File: src/rtl/tia_playfield_sequencer.sv
// tia_playfield_sequencer
//
// Horizontal timing and playfield register controller for the TIA.
// Divides the colour clock into 4-phase positions, generates the two-phase
// shift clocks and the rhb/cnt strobes, holds PF0/PF1/PF2/CTRLPF and
// serialises the 20-bit playfield (repeated or reflected in the right half).
//
// Ports:
//   clock    in   colour clock, all state changes on posedge
//   reset    in   synchronous active-high reset
//   rsync    in   restart line: counters to start of line, registers kept
//   wr_en    in   bus write strobe, one clock per write
//   wr_addr  in   0=PF0, 1=PF1, 2=PF2, 3=CTRLPF
//   wr_data  in   write data (PF0 uses [7:4], CTRLPF uses [0]=REF)
//   phase    out  colour-clock phase within position, 0..3
//   pos      out  horizontal position, 0..LINE_POS-1
//   hphi1    out  high when phase==0
//   hphi2    out  high when phase==2
//   rhb      out  high for the whole last HBLANK position
//   cnt      out  high for the whole last left-half position
//   hblank   out  high while pos < HB_END
//   pf       out  serialised playfield pixel
module tia_playfield_sequencer #(
    parameter int LINE_POS   = 57,
    parameter int HB_END     = 17,
    parameter int CENTER_POS = 37
) (
    input  logic       clock,
    input  logic       reset,
    input  logic       rsync,
    input  logic       wr_en,
    input  logic [1:0] wr_addr,
    input  logic [7:0] wr_data,
    output logic [1:0] phase,
    output logic [5:0] pos,
    output logic       hphi1,
    output logic       hphi2,
    output logic       rhb,
    output logic       cnt,
    output logic       hblank,
    output logic       pf
);

    localparam logic [5:0] LAST_POS = 6'(LINE_POS - 1);
    localparam logic [5:0] HB_POS   = 6'(HB_END);
    localparam logic [5:0] CTR_POS  = 6'(CENTER_POS);
    localparam logic [5:0] RHB_POS  = 6'(HB_END - 1);
    localparam logic [5:0] CNT_POS  = 6'(CENTER_POS - 1);

    logic [3:0]  pf0;
    logic [7:0]  pf1;
    logic [7:0]  pf2;
    logic        ref_bit;
    logic        ref_active;

    logic [5:0]  next_pos;
    logic        load_ref;
    logic        ref_next;
    logic [19:0] pf_bits;
    logic [5:0]  k_wide;
    logic        pf_next;

    assign hphi1 = (phase == 2'd0);
    assign hphi2 = (phase == 2'd2);

    // Next-position decode and playfield bit selection. Everything here is
    // evaluated for the position about to start, so pf/hblank/rhb/cnt can be
    // registered on the phase-3 edge and line up with the new pos exactly.
    // The reflect flag used for the pixel is the value being loaded on this
    // edge at a half-line boundary, so a REF change never splits a half.
    always_comb begin
        next_pos = (pos == LAST_POS) ? 6'd0 : pos + 6'd1;
        load_ref = (next_pos == HB_POS) || (next_pos == CTR_POS);
        ref_next = load_ref ? ref_bit : ref_active;

        // Bit k of pf_bits is playfield bit k: PF0[4..7], PF1[7..0], PF2[0..7].
        pf_bits[3:0]   = pf0;
        pf_bits[11:4]  = {pf1[0], pf1[1], pf1[2], pf1[3],
                          pf1[4], pf1[5], pf1[6], pf1[7]};
        pf_bits[19:12] = pf2;

        k_wide  = 6'd0;
        pf_next = 1'b0;
        if (next_pos >= CTR_POS) begin
            k_wide  = ref_next ? (6'd19 - (next_pos - CTR_POS)) : (next_pos - CTR_POS);
            pf_next = pf_bits[k_wide[4:0]];
        end else if (next_pos >= HB_POS) begin
            k_wide  = next_pos - HB_POS;
            pf_next = pf_bits[k_wide[4:0]];
        end
    end

    // Register writes, counters and the position-aligned outputs. A write and
    // an rsync on the same edge both take effect; reset overrides everything.
    always_ff @(posedge clock) begin
        if (reset) begin
            phase      <= 2'd0;
            pos        <= 6'd0;
            pf0        <= 4'd0;
            pf1        <= 8'd0;
            pf2        <= 8'd0;
            ref_bit    <= 1'b0;
            ref_active <= 1'b0;
            pf         <= 1'b0;
            hblank     <= 1'b1;
            rhb        <= 1'b0;
            cnt        <= 1'b0;
        end else begin
            if (wr_en) begin
                case (wr_addr)
                    2'd0: pf0     <= wr_data[7:4];
                    2'd1: pf1     <= wr_data;
                    2'd2: pf2     <= wr_data;
                    2'd3: ref_bit <= wr_data[0];
                endcase
            end
            if (rsync) begin
                phase  <= 2'd0;
                pos    <= 6'd0;
                pf     <= 1'b0;
                hblank <= 1'b1;
                rhb    <= 1'b0;
                cnt    <= 1'b0;
            end else begin
                phase <= phase + 2'd1;
                if (phase == 2'd3) begin
                    pos    <= next_pos;
                    hblank <= (next_pos < HB_POS);
                    rhb    <= (next_pos == RHB_POS);
                    cnt    <= (next_pos == CNT_POS);
                    pf     <= pf_next;
                    if (load_ref) begin
                        ref_active <= ref_bit;
                    end
                end
            end
        end
    end

endmodule

File: config.mk
export PLATFORM = sky130hd
export DESIGN_NAME = tia_playfield_sequencer
export DESIGN_NICKNAME = d
export VERILOG_FILES = /design/src/rtl/tia_playfield_sequencer.sv
export SDC_FILE = /design/constraint.sdc
export NUM_CORES = 1
export LEC_CHECK = 0
export CAP_MARGIN = 10
export CORE_ASPECT_RATIO = 1.4
export CORE_MARGIN = 3
export CORE_UTILIZATION = 60
export DETAILED_ROUTE_END_ITERATION = 16
export DONT_BUFFER_PORTS = 1
export PLACE_DENSITY = 0.75
export SETUP_SLACK_MARGIN = 0.05
export SYNTH_ARGS = -nofsm -noshare
export SYNTH_HDL_FRONTEND = slang
export SYNTH_SLANG_ARGS = --single-unit
File: constraint.sdc
create_clock -name clock -period 10.2 [get_ports clock]
set_clock_uncertainty 0.1 [all_clocks]
set_input_delay 1.53 -clock clock [delete_from_list [all_inputs] [get_ports clock]]
set_output_delay 1.53 -clock clock [all_outputs]
set_load 0.02 [all_outputs]
==> results of run 1 <==
## sequential cells by signal, summed over array words and instances, names as in the netlist
| signal | cells |
|---|---|
| cnt | 1 |
| hblank | 1 |
| pf | 1 |
| pf0 | 4 |
| pf1 | 8 |
| pf2 | 8 |
| phase | 2 |
| pos | 6 |
| ref_active | 1 |
| ref_bit | 1 |
| rhb | 1 |
## metrics by stage
step | total power, W | utilization [%]
finish | 0.000312 | 65.1
detailed placement | 0.000162 | 61.9
floorplan | 0.000159 | -
CTS | 0.000314 | 65.1
global placement | 0.000161 | 61.9
global route | 0.000322 | 65.1
## cell type report
cell class | count | area (sq um)
Sequential cell | 34 | 681
Tap cell | 60 | 75.1
Clock inverter | 3 | 68.8
Inverter | 14 | 52.6
Clock buffer | 5 | 68.8
Multi-Input combinational cell | 244 | 1840
Fill cell | 374 | 1490
## layout by cell type, fill, tap and decap left out, types with 5 or more instances in the layout
| cell type | Yosys | layout |
|---|---|---|
| dfxtp_1 | 34 | 34 |
| nand3_1 | 9 | 9 |
| nand2_1 | 14 | 14 |
| nor2_1 | 48 | 48 |
| ha_1 | 9 | 9 |
| inv_1 | 13 | 13 |
| and4_1 | 7 | 7 |
| clkbuf_8 | 0 | 5 |
| a211oi_1 | 6 | 6 |
| o21ai_0 | 9 | 9 |
| nor2b_1 | 5 | 5 |
| a21oi_1 | 10 | 10 |
| xnor2_1 | 6 | 6 |
| mux2i_1 | 32 | 32 |
| nand2b_1 | 5 | 5 |
## cells by family (layout without fill, tap and decap cells)
logic type | Yosys count | in the layout | synth area share (%)
adder cells (fa/ha/maj) | 9 | 9 | 4.22
AND/OR/NAND/NOR | 113 | 113 | 22.5
AO/OA/AOI/OAI | 74 | 74 | 22.2
XOR/XNOR | 8 | 8 | 2.63
buffers and inverters | 34 | 22 | 5.68
flip-flops | 34 | 34 | 25.5
multiplexers | 40 | 40 | 17.3
## routing by layer
metal / vias up / share of wire (%)
li1: 1122 / -
met1: 1073 / 40
met2: 81 / 53
met3: 19 / 4.9
met4: 0 / 2.6
met5: - / 0
## Yosys cell counts, types with 4 or more instances
| library cell | n |
|---|---|
| nor2_1 | 48 |
| dfxtp_1 | 34 |
| mux2i_1 | 32 |
| nand2_1 | 14 |
| inv_1 | 13 |
| clkbuf_1 | 11 |
| a21oi_1 | 10 |
| ha_1 | 9 |
| nand3_1 | 9 |
| o21ai_0 | 9 |
| and4_1 | 7 |
| a211oi_1 | 6 |
| xnor2_1 | 6 |
| nand2b_1 | 5 |
| nor2b_1 | 5 |
| a21o_1 | 4 |
| and2_1 | 4 |
| and3_1 | 4 |
| buf_2 | 4 |
| mux4_2 | 4 |
## worst max-delay path, cell delays in order, from the launching register on
cell and delay (ns):
dfxtp_1 0.46, inv_1 0.18, ha_1 0.31, nand4_4 0.15, o21ai_2 0.60, inv_1 0.51, ha_1 0.69, clkinv_1 0.36
a2111o_1 0.47, o31ai_1 0.08, a32oi_1 0.10, mux2i_1 0.18, a211o_1 0.14, o41ai_2 0.07, a21boi_1 0.13, a31oi_1 0.05
## power breakdown
| part | switching [W] | leakage (nW) | internal, W | total, W |
|---|---|---|---|---|
| combinational | 0.00000921 | 0.797 | 0.00000873 | 0.0000179 |
| clock | 0.0000550 | 0.0683 | 0.0000979 | 0.000153 |
| sequential | 0.00000470 | 0.276 | 0.000136 | 0.000141 |
## how the worst min path moves through the flow
stage,from,end
finish,pf2[0]$_SDFFE_PP0P_,pf2[0]$_SDFFE_PP0P_
global route,pf2[0]$_SDFFE_PP0P_,pf2[0]$_SDFFE_PP0P_
CTS,pf2[0]$_SDFFE_PP0P_,pf2[0]$_SDFFE_PP0P_
detailed placement,pf2[0]$_SDFFE_PP0P_,pf2[0]$_SDFFE_PP0P_
global placement,pf2[0]$_SDFFE_PP0P_,pf2[0]$_SDFFE_PP0P_
floorplan,pf2[0]$_SDFFE_PP0P_,pf2[0]$_SDFFE_PP0P_
==> results.txt, run 1 <==
R2R Setup Slk = 5.48 ns
Post-route ant nets = 0
DR iter-0 viols = 155
Row cnt = 28
Die height = 84.9 um
Final instance area = 2780 sq um
Die width = 62.4 um
Final WL = 6230 um
Critical path type = reg2reg
Worst slew margin = 49.0%
CTS Root Cell = clkbuf_8
Post-CTS Hold Buffers = 0
Slew Limit Fails = 0
Antenna Diode Count = 0
Reg2reg path depth = 15
Placed insts = 352
End point of the critical path = pf$_SDFFE_PP0N_
Top Ports = 28
Async SR Flop Fraction = 0%
Layout cells sized above 1 = 9.67%
Worst reg2reg path endpoint = pf$_SDFFE_PP0N_
GRT Resource Usage Total = 24.8%
Tcrit/Tclk final = 46.2%
HP Class = reg2reg
Post-synth top area share = 25.5%
Clk_lat worst skew = 0.30 ns
Synth area leader = dfxtp_1
Hold depth = 2
Core footprint = 4270 sq um
Non-filler instance count after layout = 360
Syn avg cell area = 8.55 sq um
Pre-CTS setup slack = 5.59 ns
Postcts setup bufs = 0
Final #Nets = 322
Post-cts sizing count = 0
CTS tree = built
Status = completed
Setup crit start kind = register
Vias in the first global route = 2262
RSZ-0062 raised after global routing = false
# setup viols final = 0
Met2 usage = 44.8%
Global Route met1 Usage = 27.5%
Measured slew at the worst slew-check pin = 0.763 ns
Area contributors post-synth = dfxtp_1, mux2i_1, nor2_1
Area Growth Syn to Fin = 4.27%
Synth warnings = 0
Critical Path RT = 10.28 ns
Top FF cell, synth = dfxtp_1
Period minus WS final = 4.72 ns
Gr ovfl total = 0
Synth unique cells = 70
Max cap viols = 0
Yosys reg bits = 34
Sequential area share after synthesis = 25.5%
Clock tree buffer depth = 2
CP Capture Type = register
Peak Freq = 212 MHz
Grt peak-use layer = met2
Met3 Resource Use GR = 4.77%
Drt pass-1 iters = 4
Mapped Nets = 335
DP HPWL = 4690 um
Placed cell area = 2640 sq um
Post-synthesis instance total = 312
Fin. Hold Viols = 0
Largest net degree at the start of global routing = 25
Port Buf Inserts = 0
DR WL/cell = 17.3 um
Initial core utilization = 62.4%
Routability congestion estimate = 0.917
Leak = 1.14 nW
Register clock-pin slew on the reported worst setup and hold paths = 0.08 ns
Post-DR vias/cell = 6.38
Hold_ws = 0.422 ns
VDD IR max = 0.0973 mV
DR vias = 2295
Clock sink count = 34
EDFF count, synth = 0
CTS H-Tree Depth = 2
Initial antenna violation count = 0
Critical Path Fanout Max = 20
Crit path from = pos[0]$_SDFFE_PP0N_
Cts bufs inserted = 5
Crit Reg-Reg Startpoint = pos[0]$_SDFFE_PP0N_
Pwr dens = 112 nW/um^2
First-pass GRT wire length = 10600 um
Mapped cell area = 2670 sq um
DRC viols = 0
Setup WS post-layout = 5.48 ns
Die Area = 5290 sq um
Critical Path AT = 4.79 ns
Setup TNS Final = 0 ns
No activity file was read; power rests on OpenSTA's default activity.
==> run 2: changes to the inputs <==
--- a/config.mk
+++ b/config.mk
@@ -8,7 +8,7 @@
 export CAP_MARGIN = 10
 export CORE_ASPECT_RATIO = 1.4
 export CORE_MARGIN = 3
-export CORE_UTILIZATION = 60
+export CORE_UTILIZATION = 58
 export DETAILED_ROUTE_END_ITERATION = 16
 export DONT_BUFFER_PORTS = 1
 export PLACE_DENSITY = 0.75
==> constraint.sdc (replaced) <==
create_clock -name clock -period 4.26 [get_ports clock]
set_clock_uncertainty 0.1 [all_clocks]
set_input_delay 0.639 -clock clock [delete_from_list [all_inputs] [get_ports clock]]
set_output_delay 0.639 -clock clock [all_outputs]
set_load 0.02 [all_outputs]
==> results.txt, run 2 (synthesis results as in run 1) <==
Status = completed
Peak Freq = 269 MHz (+27%)
CTS tree = built
Cts bufs inserted = 5 (unchanged)
DR iter-0 viols = 188 (+21%)
Layout cells sized above 1 = 11.1% (+1.5 points)
Worst reg2reg path endpoint = pf$_SDFFE_PP0N_
Placed cell area = 2700 sq um (+2.0%)
Largest registers = pf1: 8 flops, pf2: 8 flops, pos: 6 flops
Port Buf Inserts = 0 (unchanged)
Post-route ant nets = 0 (unchanged)
Setup crit start kind = register
CTS H-Tree Depth = 2 (unchanged)
Setup TNS Final = 0 ns (unchanged)
Worst slew margin = 48.8% (-0.17 points)
Sequential power share = 54.0% (+8.8 points)
Period minus WS final = 3.72 ns (-0.993 ns)
Pwr dens = 224 nW/um^2 (+100%)
Routability congestion estimate = 0.847 (-7.6%)
Switching pwr = 0.000151 W (+120%)
First-pass GRT wire length = 10900 um (+3.5%)
Final WL = 6280 um (+0.82%)
Die width = 63.3 um (+1.5%)
Core footprint = 4340 sq um (+1.6%)
Top Ports = 28 (unchanged)
Hold Path Origin = reset
Hold depth = 1 (-1)
Postcts setup bufs = 0 (unchanged)
Critical Path AT = 3.81 ns (-0.98 ns)
# setup viols final = 0 (unchanged)
Clock power frac = 39.0% (-10 points)
Reg2reg path depth = 16 (+1)
Tcrit/Tclk final = 87.4% (+41 points)
Die Area = 5460 sq um (+3.1%)
Critical Path RT = 4.34 ns (-5.94 ns)
VDD IR max = 0.187 mV (+92%)
Drt pass-1 iters = 4 (unchanged)
DR WL/cell = 17.2 um (-0.56%)
DR vias = 2253 (-1.8%)
GRT Resource Usage Total = 24.8% (about the same)
HP Class = in2reg
CTS Root Cell = clkbuf_8
Hold EP = pf0[3]$_SDFFE_PP0P_
DP HPWL = 4650 um (-0.90%)
Total Power = 0.000623 W (+100%)
Vias in the first global route = 2317 (+2.4%)
RSZ-0062 raised after global routing = false
Critical Path Fanout Max = 14 (-30%)
Row cnt = 28 (unchanged)
Max cap viols = 0 (unchanged)
Largest net degree at the start of global routing = 25 (unchanged)
Initial core utilization = 61.4% (-1.0 points)
Largest stage delay, worst path = 0.57 ns (-0.12 ns)
P_int = 0.000472 W (+94%)
Slowest cell on crit path = ha_1
Final instance area = 2780 sq um (about the same)
R2R Setup Slk = 0.54 ns (-4.95 ns)
Area Growth Syn to Fin = 4.17% (about the same)
Register clock-pin slew on the reported worst setup and hold paths = 0.08 ns (about the same)
Cells along the critical path = buf_4, inv_1, ha_1, nand4_4, o21ai_2, inv_1, ha_1, clkinv_1, a2111o_1, o31ai_1, a32oi_1, mux2i_1, a211o_1, o41ai_2, a21boi_1, a31oi_1
Clk_lat worst skew = 0.30 ns (about the same)
Leak = 1.15 nW (+0.91%)
Die height = 86.2 um (+1.6%)
Pre-CTS setup slack = 0.588 ns (-5.00 ns)
Post-CTS Hold Buffers = 0 (unchanged)
Initial antenna violation count = 0 (unchanged)
CP Capture Type = register
Hold_ws = 0.308 ns (-0.114 ns)
Commonest cells after routing, fill and taps aside = nor2_1, dfxtp_1, mux2i_1
Post-DR vias/cell = 6.17 (-3.2%)
Clock tree buffer depth = 2 (unchanged)
Gr ovfl total = 0 (unchanged)
Antenna Diode Count = 0 (unchanged)
DRC viols = 0 (unchanged)
Switching power share of the total = 24.3% (+2.2 points)
Fin. Hold Viols = 0 (unchanged)
Post-cts sizing count = 0 (unchanged)
Slew Limit Fails = 0 (unchanged)
Clock sink count = 34 (unchanged)
Commonest non-fill, non-tap cell in the layout = nor2_1
Crit Reg-Reg Startpoint = pos[0]$_SDFFE_PP0N_
Critical path type = reg2reg
Measured slew at the worst slew-check pin = 0.766 ns (+0.00345 ns)
Setup WS post-layout = 0.538 ns (-4.95 ns)
Combinational share of power = 7.1% (+1.3 points)
Final #Nets = 329 (+2.2%)
[run 2: worst max-delay path, delay by kind of cell (launching register included)]
family	cells	cell delay, ns
AO/OA/AOI/OAI	8	1.25
adder cells (fa/ha/maj)	2	0.88
buffers and inverters	4	0.77
flip-flops	1	0.30
multiplexers	1	0.16
AND/OR/NAND/NOR	1	0.15
[run 2: cell type report]
cell class,count,area [sq um]
inverters,14,52.6
well taps,60,75.1
fillers,396,1570
clock buffers,6,82.6
multi-input cells,244,1840
flip-flops and latches,34,681
repair buffers,7,52.6
[run 2: power groups by stage]
stage	clock network (W)	logic [W]	registers, W
after detailed placement	0	0.0000440	0.000343
after floorplan	0	0.0000409	0.000340
after global routing	0.000257	0.0000484	0.000337
after global placement	0	0.0000433	0.000343
after CTS	0.000245	0.0000443	0.000336
final	0.000243	0.0000439	0.000336
[run 2: metal layers]
metal	part of all wire, %	global-route usage (%)	routed length, um	vias up
met3	5.1	4.93	322	22
li1	-	-	-	1126
met2	49	44.0	3110	75
met5	0	0	0	-
met4	3.2	10.8	199	0
met1	42	28.9	2650	1030
[run 2: metrics by stage]
stage | util (%) | instances
after floorplan | - | 312
after global placement | 62.1 | 359
after detailed placement | 62.1 | 359
after CTS | 64.0 | 365
after global routing | 64.0 | 365
final | 64.0 | 365
[run 2: worst max path at each step]
stage | end | cells past startpoint | from
2_1_floorplan | pf$_SDFFE_PP0N_ | 14 | pos[0]$_SDFFE_PP0N_
4_1_cts | pf$_SDFFE_PP0N_ | 16 | pos[0]$_SDFFE_PP0N_
6_report | pf$_SDFFE_PP0N_ | 16 | pos[0]$_SDFFE_PP0N_
5_1_grt | pf$_SDFFE_PP0N_ | 14 | pos[0]$_SDFFE_PP0N_
3_3_place_gp | pf$_SDFFE_PP0N_ | 16 | pos[0]$_SDFFE_PP0N_
3_5_place_dp | pf$_SDFFE_PP0N_ | 14 | pos[0]$_SDFFE_PP0N_
